==> config.mk <==
export PLATFORM = sky130hd
export DESIGN_NAME = wrr_arbiter
export DESIGN_NICKNAME = d
export VERILOG_FILES = /design/src/rtl/wrr_arb_pkg.sv /design/src/rtl/wrr_arbiter_rr_pick.sv /design/src/rtl/wrr_arbiter.sv
export SDC_FILE = /design/constraint.sdc
export NUM_CORES = 1
export LEC_CHECK = 0
export ABC_AREA = 1
export BUFFER_PORTS_ARGS = -buffer_cell sky130_fd_sc_hd__buf_2
export CORE_MARGIN = 4
export CORE_UTILIZATION = 53
export CTS_CLUSTER_SIZE = 12
export DETAILED_ROUTE_END_ITERATION = 10
export PLACE_DENSITY = 0.79
export SYNTH_ARGS = -nofsm -noshare
export SYNTH_HDL_FRONTEND = slang
export SYNTH_SLANG_ARGS = --single-unit
==> constraint.sdc <==
create_clock -name clk -period 3.2 [get_ports clk]
set_input_delay 0.16 -clock clk [delete_from_list [all_inputs] [get_ports clk]]
set_output_delay 0.16 -clock clk [all_outputs]
set_load 0.03 [all_outputs]
==> src/rtl/wrr_arb_pkg.sv <==
// Shared constants and helpers for the weighted round-robin arbiter.
package wrr_arb_pkg;

  localparam int unsigned DEFAULT_N_REQ    = 4;
  localparam int unsigned DEFAULT_WEIGHT_W = 4;
  localparam int unsigned MAX_N_REQ        = 32;
  localparam int unsigned MAX_IDX_W        = 5;

  // Convert a one-hot (or zero) vector to its bit index; zero maps to 0.
  function automatic logic [MAX_IDX_W-1:0] onehot_to_idx(input logic [MAX_N_REQ-1:0] oh);
    logic [MAX_IDX_W-1:0] r;
    r = '0;
    for (int i = 0; i < int'(MAX_N_REQ); i++) begin
      if (oh[i]) r = r | MAX_IDX_W'(i);
    end
    return r;
  endfunction

endpackage

==> src/rtl/wrr_arbiter_rr_pick.sv <==
// Combinational rotating-priority picker: first set request at or after start, wrapping.
module rr_pick
  import wrr_arb_pkg::*;
#(
  parameter int unsigned N_REQ = DEFAULT_N_REQ
) (
  input  logic [N_REQ-1:0]         request,
  input  logic [$clog2(N_REQ)-1:0] start,
  output logic [N_REQ-1:0]         winner,
  output logic [$clog2(N_REQ)-1:0] idx,
  output logic                     found
);

  localparam int unsigned IDW = $clog2(N_REQ);

  int unsigned pos;

  // Scan N_REQ positions beginning at start; the first asserted request wins.
  always_comb begin
    winner = '0;
    found  = 1'b0;
    pos    = 0;
    for (int unsigned k = 0; k < N_REQ; k++) begin
      pos = 32'(start) + k;
      if (pos >= N_REQ) pos = pos - N_REQ;
      if (!found && request[IDW'(pos)]) begin
        winner[IDW'(pos)] = 1'b1;
        found             = 1'b1;
      end
    end
  end

  assign idx = IDW'(onehot_to_idx(MAX_N_REQ'(winner)));

endmodule

==> src/rtl/wrr_arbiter.sv <==
// Weighted round-robin arbiter with per-requester quantum and grant lock.
module wrr_arbiter
  import wrr_arb_pkg::*;
#(
  parameter int unsigned N_REQ    = DEFAULT_N_REQ,
  parameter int unsigned WEIGHT_W = DEFAULT_WEIGHT_W
) (
  input  logic                      clk,
  input  logic                      reset,
  input  logic [N_REQ-1:0]          request,
  input  logic [N_REQ*WEIGHT_W-1:0] weight,
  input  logic                      lock,
  output logic [N_REQ-1:0]          grant,
  output logic [$clog2(N_REQ)-1:0]  grant_id,
  output logic                      grant_valid
);

  localparam int unsigned IDW = $clog2(N_REQ);

  logic [WEIGHT_W-1:0] count_q, count_d;
  logic [IDW-1:0]      last_ptr_q, last_ptr_d;
  logic [N_REQ-1:0]    grant_d;
  logic [IDW-1:0]      grant_id_d;
  logic                grant_valid_d;

  logic [IDW-1:0]      start_ptr;
  logic [N_REQ-1:0]    pick_oh;
  logic [IDW-1:0]      pick_idx;
  logic                pick_found;

  logic [WEIGHT_W-1:0] weight_arr [N_REQ];
  logic [WEIGHT_W-1:0] pick_quantum;
  logic                beat;
  logic                expire;
  logic                arbitrate;

  // Unpack the flat weight bus into one field per requester.
  always_comb begin
    for (int unsigned i = 0; i < N_REQ; i++) begin
      weight_arr[i] = weight[i*WEIGHT_W +: WEIGHT_W];
    end
  end

  // Search begins one past the last winner, wrapping at N_REQ.
  assign start_ptr = (last_ptr_q == IDW'(N_REQ - 1)) ? '0 : last_ptr_q + IDW'(1);

  rr_pick #(
    .N_REQ (N_REQ)
  ) u_pick (
    .request (request),
    .start   (start_ptr),
    .winner  (pick_oh),
    .idx     (pick_idx),
    .found   (pick_found)
  );

  // Beat / expiry / arbitration decision; a zero weight still grants one beat.
  always_comb begin
    beat         = grant_valid && request[grant_id];
    expire       = beat && (count_q == WEIGHT_W'(1)) && !lock;
    arbitrate    = (!grant_valid && (|request)) || (grant_valid && !beat) || expire;
    pick_quantum = (weight_arr[pick_idx] == '0) ? WEIGHT_W'(1) : weight_arr[pick_idx];
  end

  // Next-state: re-arbitrate, or count down the holder's quantum (saturating at 1 under lock).
  always_comb begin
    grant_d       = grant;
    grant_id_d    = grant_id;
    grant_valid_d = grant_valid;
    count_d       = count_q;
    last_ptr_d    = last_ptr_q;
    if (arbitrate) begin
      if (pick_found) begin
        grant_d       = pick_oh;
        grant_id_d    = pick_idx;
        grant_valid_d = 1'b1;
        count_d       = pick_quantum;
        last_ptr_d    = pick_idx;
      end else begin
        grant_d       = '0;
        grant_id_d    = '0;
        grant_valid_d = 1'b0;
        count_d       = '0;
      end
    end else if (beat && (count_q > WEIGHT_W'(1))) begin
      count_d = count_q - WEIGHT_W'(1);
    end
  end

  // State registers with synchronous reset taking priority.
  always_ff @(posedge clk) begin
    if (reset) begin
      grant       <= '0;
      grant_id    <= '0;
      grant_valid <= 1'b0;
      count_q     <= '0;
      last_ptr_q  <= IDW'(N_REQ - 1);
    end else begin
      grant       <= grant_d;
      grant_id    <= grant_id_d;
      grant_valid <= grant_valid_d;
      count_q     <= count_d;
      last_ptr_q  <= last_ptr_d;
    end
  end

endmodule

==> results of run 1 <==
-- layout make-up --
class	count	area share
Inverter	35	0.0911
Sequential cell	13	0.181
Timing Repair Buffer	29	0.101
Clock buffer	4	0.0182
Tap cell	28	0.0243
Multi-Input combinational cell	161	0.585
-- kinds of logic (layout without fill, tap and decap cells) --
kind of cell	after synthesis	in the layout	share of synthesized area
compound gates	30	30	0.132
xor+xnor	1	1	0.00709
fa+ha+maj	9	9	0.0912
buf+inv	35	68	0.106
flops	13	13	0.211
simple gates	121	121	0.453
-- Yosys cell counts --
cell      instances  area [um^2]
a21oi_1          10         50.1
a21oi_2           1         8.76
a31oi_1           2         12.5
clkinv_1          2         7.51
dfxtp_1          13          260
ha_1              9          113
inv_1            31          116
inv_2             2         7.51
nand2_1          65          244
nand2_2           3         18.8
nand2_4           2         22.5
nand3_1          28          140
nand3_2           3         30.0
nand4_1           1         6.26
nor2_1           12         45.0
nor2_2            4         25.0
nor2_4            2         22.5
nor3_1            1         5.00
o211ai_1          2         15.0
o21ai_0          13         65.1
o21ai_1           1         5.00
o22ai_1           1         6.26
xnor2_1           1         8.76
-- worst paths after layout --
path,to,slack [ps],cells after the start
setup / recovery,count_q[1],660,18
hold / removal,grant[3],140,2
setup reg to reg,count_q[1],660,18
hold reg to reg,grant[1],470,2
-- registers in the layout, summed over array words and instances, names as in the netlist --
signal	cells
count_q	4
grant	4
grant_id	2
grant_valid	1
last_ptr_q	2
-- metal layers --
layer / up-vias / global-route usage / routed length, um
li1: 734 / - / -
met1: 575 / 0.266 / 1480
met2: 25 / 0.321 / 1260
met3: 5 / 0.0230 / 121
met4: 0 / 0.0610 / 35
met5: - / 0 / 0
-- stage by stage --
step,instance area [um^2],hold WS [ps]
2_1_floorplan,1230,229
5_1_grt,1440,152
3_5_place_dp,1420,435
3_3_place_gp,1420,434
6_report,1440,138
4_1_cts,1440,145
-- power by group through the flow --
stage	sequential (mW)	combinational (mW)	clock, mW
after detailed placement	0.282	1.40	0
after CTS	0.279	1.41	0.0999
after floorplan	0.339	1.06	0
after global placement	0.282	1.40	0
after global routing	0.288	1.62	0.108
final	0.280	1.40	0.0992
==> flow_metrics.env, run 1 <==
export IMPL_status="finished clean"
export IMPL_p_comb_frac=0.787
export IMPL_yosysUniqueCellTypes=23
export IMPL_via_count_of_the_first_global_routing_pass=1213
export IMPL_h_tree_level_count=1
export IMPL_min_path_type="in2reg"
export IMPL_grt_start_max_net_pins=11
export IMPL_crit_type="reg2reg"
export IMPL_worstSkewPairLatency_ps=270
export IMPL_cts_inserted_buffers=3
export IMPL_grt_antenna_before_repair=0
export IMPL_arrival_ps=2710
export IMPL_detail_route_vias_per_cell=4.96
export IMPL_preCtsSetupSlack_ps=686
export IMPL_synth_cell_area_um2=1230
export IMPL_cts_repair_resized=0
export IMPL_total_routing_usage_reported_by_global_routing=0.195
export IMPL_via_count=1339
export IMPL_detail_route_first_pass_iterations=4
export IMPL_ff_latch_area_um2=260
export IMPL_crit_path_cell_trace="inv_2, ha_1, inv_1, nand3_2, nand2_4, inv_2, nand2_1, nand2_1, clkinv_1, nand2_2, nor2_4, nand2_4, nand2_1, nand3_1, nand3_1, o21ai_0, a21oi_1, nor2_1"
export IMPL_fin_crit_sh=0.793
export IMPL_postRouteWirelength_um=2890
export IMPL_multi_input_comb_area_um2=843
export IMPL_max_freq_ghz=0.394
export IMPL_switching_power_mw=1.04
export IMPL_clock_network_power_share=0.056
export IMPL_family_with_the_most_delay_on_the_worst_path="simple AND/OR/NAND/NOR gates"
export IMPL_port_buffers=29
export IMPL_cts_post_setup_buffers_inserted=0
export IMPL_syn_num_nets=241
export IMPL_design_portCount=30
export IMPL_setup_viol=0
export IMPL_global_route_wire_length_before_repair_um=5140
export IMPL_worst_endpoint_required_ps=3370
export IMPL_average_cell_area_after_synthesis_um2=5.91
export IMPL_cts_hold_repair_buffers=0
export IMPL_reg2reg_from="last_ptr_q[0]"
export IMPL_cp_start_kind="flop"
export IMPL_leakage_nw=0.809
export IMPL_crit_path_max_fanout=10
export IMPL_post_dp_hpwl_um=2380
export IMPL_dieWidth_um=56.3
export IMPL_tritoncts_num_sinks=13
export IMPL_ys_seq_area_frac=0.211
export IMPL_maxSlewHeadroom=0.638
export IMPL_dieArea_um2=3170
export IMPL_final_critical_path_setup_slack_ps=663
export IMPL_route_antenna_remaining_nets=0
export IMPL_mostFrequentLayoutCell="nand2_1"
export IMPL_crit_top_cell="nand2_1"
export IMPL_drc=0
export IMPL_swShare=0.583
export IMPL_cellInternalPower_mw=0.743
export IMPL_slowest_delay_ps=490
export IMPL_clk_root_buffer_cell="clkbuf_4"
export IMPL_final_hold_violation_count=0
export IMPL_ctsLongestPathBuffers=2
export IMPL_placementRows=17
export IMPL_vdd_ir_drop_max_mv=0.699
export IMPL_cpMaxStageDelayCell="dfxtp_1"
export IMPL_finalNetCount=275
export IMPL_filler_cell_count=231
export IMPL_die_h_um=56.3
export IMPL_design_core_area_um2=2210
export IMPL_ys_seq_elements=13
export IMPL_clk_transition_reported_paths_ps=70
export IMPL_yosysWarningCount=0
export IMPL_holdCritStartpoint="reset"
export IMPL_powerDensity_nw_per_um2=1240
export IMPL_final_instance_count_excl_fill=270
export IMPL_p_seq_frac=0.157
export IMPL_clock_skew_ps=1.79
export IMPL_globalRoute_totalOverflow=0
export IMPL_gp_congestion=0.856
export IMPL_final_max_slew_viol_count=0
export IMPL_crit_buf_inv=4
export IMPL_finish_utilization=0.652
export IMPL_synthesis_instances=209
export IMPL_startpoint="last_ptr_q[0]"
export IMPL_timing_max_cap_violations=0
export IMPL_timing_worst_slew_pin_value_ps=544
export IMPL_final_min_clock_period_ps=2540
export IMPL_final_layout_size_suffix_gt1_frac=0.202
export IMPL_num_antenna_cells=0
export IMPL_setup_repair_after_global_routing_missed_its_margin="false"
export IMPL_cp_end_kind="flop"
export IMPL_final_cell_mix="nand2_1, inv_1, buf_2"
export IMPL_total_power_mw=1.78
export IMPL_cts_tree="built"
export IMPL_synthToLayoutAreaGrowth_pct=16.7
export IMPL_initial_core_utilization=0.558
export IMPL_dp_cells=266
export IMPL_per_cell_routed_wire_length_um=10.7
export IMPL_tns_ps=0
export IMPL_detailedRoute_firstIterationViolations=60
(Power assumes the default switching activity.)
==> inputs of run 2 (changes only) <==
Settings changed: ABC_AREA 1 to 0, CORE_UTILIZATION 53 to 55, PLACE_DENSITY 0.79 to 0.8.
Clock period 3.2 ns to 2.4 ns, I/O delays scaled along.
==> flow_metrics.env, run 2 <==
export IMPL_ys_seq_area_frac=0.177
export IMPL_yosys_top_cells_count="nor2_1, a21oi_1, nand2_1"
export IMPL_timing_worst_slew_pin_value_ps=522
export IMPL_port_buffers=29
export IMPL_edff_count_synth=0
export IMPL_clk_transition_reported_paths_ps=80
export IMPL_synthToLayoutAreaGrowth_pct=43.2
export IMPL_total_routing_usage_reported_by_global_routing=0.279
export IMPL_grt_antenna_before_repair=0
export IMPL_final_cell_mix="buf_4, buf_2, nor2_1"
export IMPL_dominantRegCellSynth="dfxtp_1"
export IMPL_yosysUniqueCellTypes=62
export IMPL_final_instance_count_excl_fill=277
export IMPL_clock_skew_ps=2.71
export IMPL_per_cell_routed_wire_length_um=18.6
export IMPL_ctsLongestPathBuffers=2
export IMPL_cp_end_kind="flop"
export IMPL_min_path_type="in2reg"
export IMPL_average_cell_area_after_synthesis_um2=8.21
export IMPL_crit_type="reg2reg"
export IMPL_initial_core_utilization=0.583
export IMPL_route_antenna_remaining_nets=0
export IMPL_placementRows=18
export IMPL_yosys_cell_count_top_type="nor2_1"
export IMPL_via_count_of_the_first_global_routing_pass=1607
export IMPL_status="complete, but fails checks"
export IMPL_ys_seq_elements=13
export IMPL_final_critical_path_setup_slack_ps=-447
export IMPL_powerDensity_nw_per_um2=1620
export IMPL_drc=0
export IMPL_finalNetCount=280
export IMPL_gp_congestion=1.01
export IMPL_cts_inserted_buffers=3
export IMPL_r2r_worst_path_cells=12
export IMPL_final_hold_violation_count=0
export IMPL_via_count=1752
export IMPL_switching_power_mw=1.63
export IMPL_synth_cell_area_um2=1470
export IMPL_swShare=0.478
export IMPL_timing_max_cap_violations=0
export IMPL_detailedRoute_firstIterationViolations=177
export IMPL_dieArea_um2=3560
export IMPL_design_core_area_um2=2520
export IMPL_yosysWarningCount=0
export IMPL_detail_route_vias_per_cell=6.32
export IMPL_p_seq_frac=0.113
export IMPL_hold_depth=3
export IMPL_cellInternalPower_mw=1.78
export IMPL_max_freq_ghz=0.351
export IMPL_global_route_wire_length_before_repair_um=7600
export IMPL_grt_start_max_net_pins=15
export IMPL_design_portCount=30
export IMPL_final_max_slew_viol_count=0
export IMPL_worstSkewPairLatency_ps=280
export IMPL_clk_root_buffer_cell="clkbuf_4"
export IMPL_failing_checks="setup timing"
export IMPL_cts_tree="built"
export IMPL_mostFrequentLayoutCell="buf_4"
export IMPL_netlist_top_cell_by_area="dfxtp_1"
export IMPL_p_comb_frac=0.848
export IMPL_post_dp_hpwl_um=3700
export IMPL_leakage_nw=0.959
export IMPL_arrival_ps=3050
export IMPL_synth_async_sr_flop_share=0
export IMPL_tritoncts_num_sinks=13
export IMPL_die_h_um=59.7
export IMPL_dieWidth_um=59.7
export IMPL_h_tree_level_count=1
export IMPL_syn_num_nets=211
export IMPL_vdd_ir_drop_max_mv=1.34
export IMPL_cts_hold_repair_buffers=0
export IMPL_maxSlewHeadroom=0.648
export IMPL_postRouteWirelength_um=5160
export IMPL_setup_reg_to_reg_worst_slack_ps=-450
export IMPL_synthTopCellsByArea="dfxtp_1, ha_1, mux2i_1, a21oi_1, nor2_1"
export IMPL_detail_route_first_pass_iterations=6
export IMPL_crit_path_max_fanout=5
export IMPL_worst_hold_path_endpoint="grant_valid"
export IMPL_globalRoute_totalOverflow=0
export IMPL_post_dp_cell_area_um2=1960
export IMPL_reg_top3="count_q x4, grant x4"
export IMPL_final_layout_size_suffix_gt1_frac=0.490
export IMPL_fin_crit_sh=1.19
export IMPL_setup_viol=7
export IMPL_num_antenna_cells=0
export IMPL_rr_endpoint="count_q[3]"
export IMPL_holdCritStartpoint="lock"
export IMPL_synthesis_instances=179
export IMPL_fin_area_um2=2110
export IMPL_yosysTopAreaCellShare=0.177
export IMPL_setup_repair_after_global_routing_missed_its_margin="true"
export IMPL_final_min_clock_period_ps=2850
export IMPL_cp_start_kind="flop"
export IMPL_worst_endpoint_required_ps=2610
export IMPL_dp_cells=270
export IMPL_clock_network_power_share=0.039
export IMPL_reg2reg_from="last_ptr_q[0]"
run 2: cell types whose count changed after synthesis, moves of 4 or more:
| cell | previous run | this run |
|---|---|---|
| nand2_1 | 65 | 16 |
| nand3_1 | 28 | 3 |
| inv_1 | 31 | 7 |
| o21ai_0 | 13 | 1 |
| mux2i_1 | 0 | 9 |
| nor2_1 | 12 | 21 |
| a21oi_1 | 10 | 16 |
| a22oi_1 | 0 | 5 |
| nand2b_1 | 0 | 5 |
| nor2_2 | 4 | 0 |
run 2: worst max-delay path by stage:
stage	start	to	slack [ps]	cells after the start
2_1_floorplan	last_ptr_q[0]	count_q[0]	-410	13
3_3_place_gp	last_ptr_q[1]	count_q[0]	-340	12
3_5_place_dp	last_ptr_q[1]	count_q[0]	-400	12
4_1_cts	last_ptr_q[0]	count_q[3]	-320	12
5_1_grt	last_ptr_q[0]	count_q[3]	-510	12
6_report	last_ptr_q[0]	count_q[3]	-450	12
run 2: timing repair:
action / CTS / global route
pin swaps: 9 / 8
endpoints found under the hold margin: 0 / 0
endpoints found under the setup margin: 9 / 9
resized for setup: 7 / 15
buffers inserted: 2 / 2
run 2: routing by layer:
metal,up-vias,track usage,wire length [um]
met5,-,0,0
met4,0,0.0506,96
met3,19,0.0562,447
met2,112,0.414,2430
met1,807,0.418,2190
li1,814,-,-
run 2: cell type report:
cell class | instances | area (um^2)
multi-input cells | 150 | 1270
flip-flops and latches | 13 | 265
clock inverters | 1 | 5.00
fillers | 155 | 417
well taps | 30 | 37.5
clock buffers | 3 | 22.5
repair buffers | 72 | 472
inverters | 8 | 37.5
run 2: critical path, cell delays in order (launching register included):
cell,delay (ps)
dfxtp_4,370
buf_4,150
ha_1,210
or2_4,270
and4_4,200
or2_4,240
a32oi_2,260
nand4b_1,260
buf_4,230
buf_4,160
nor2_1,190
a21oi_2,70
o22ai_1,150
run 2: cells by family after synthesis:
family / count (synthesis) / synth area share
mux: 16 / 0.132
buf+inv: 16 / 0.0715
fa+ha+maj: 9 / 0.0766
xor+xnor: 1 / 0.00596
compound gates: 55 / 0.282
simple gates: 69 / 0.255
flops: 13 / 0.177
run 2: power by group through the flow:
stage / Sequential (mW) / Clock [mW] / Combinational [mW]
floorplan: 0.437 / 0 / 1.60
global placement: 0.371 / 0 / 2.44
detailed placement: 0.375 / 0 / 2.49
CTS: 0.374 / 0.138 / 2.62
global route: 0.395 / 0.147 / 3.07
finish: 0.384 / 0.134 / 2.88
run 2: metrics by stage:
| stage | setup TNS [ps] | power, mW | hold WS, ps | worst slack [ps] | util |
|---|---|---|---|---|---|
| after floorplan | -1910 | 2.04 | 297 | -411 | - |
| final | -1550 | 3.40 | 179 | -447 | 0.835 |
| after detailed placement | -1590 | 2.86 | 463 | -398 | 0.777 |
| after global placement | -1280 | 2.81 | 446 | -339 | 0.777 |
| after CTS | -1460 | 3.13 | 171 | -316 | 0.805 |
| after global routing | -2480 | 3.61 | 175 | -511 | 0.835 |
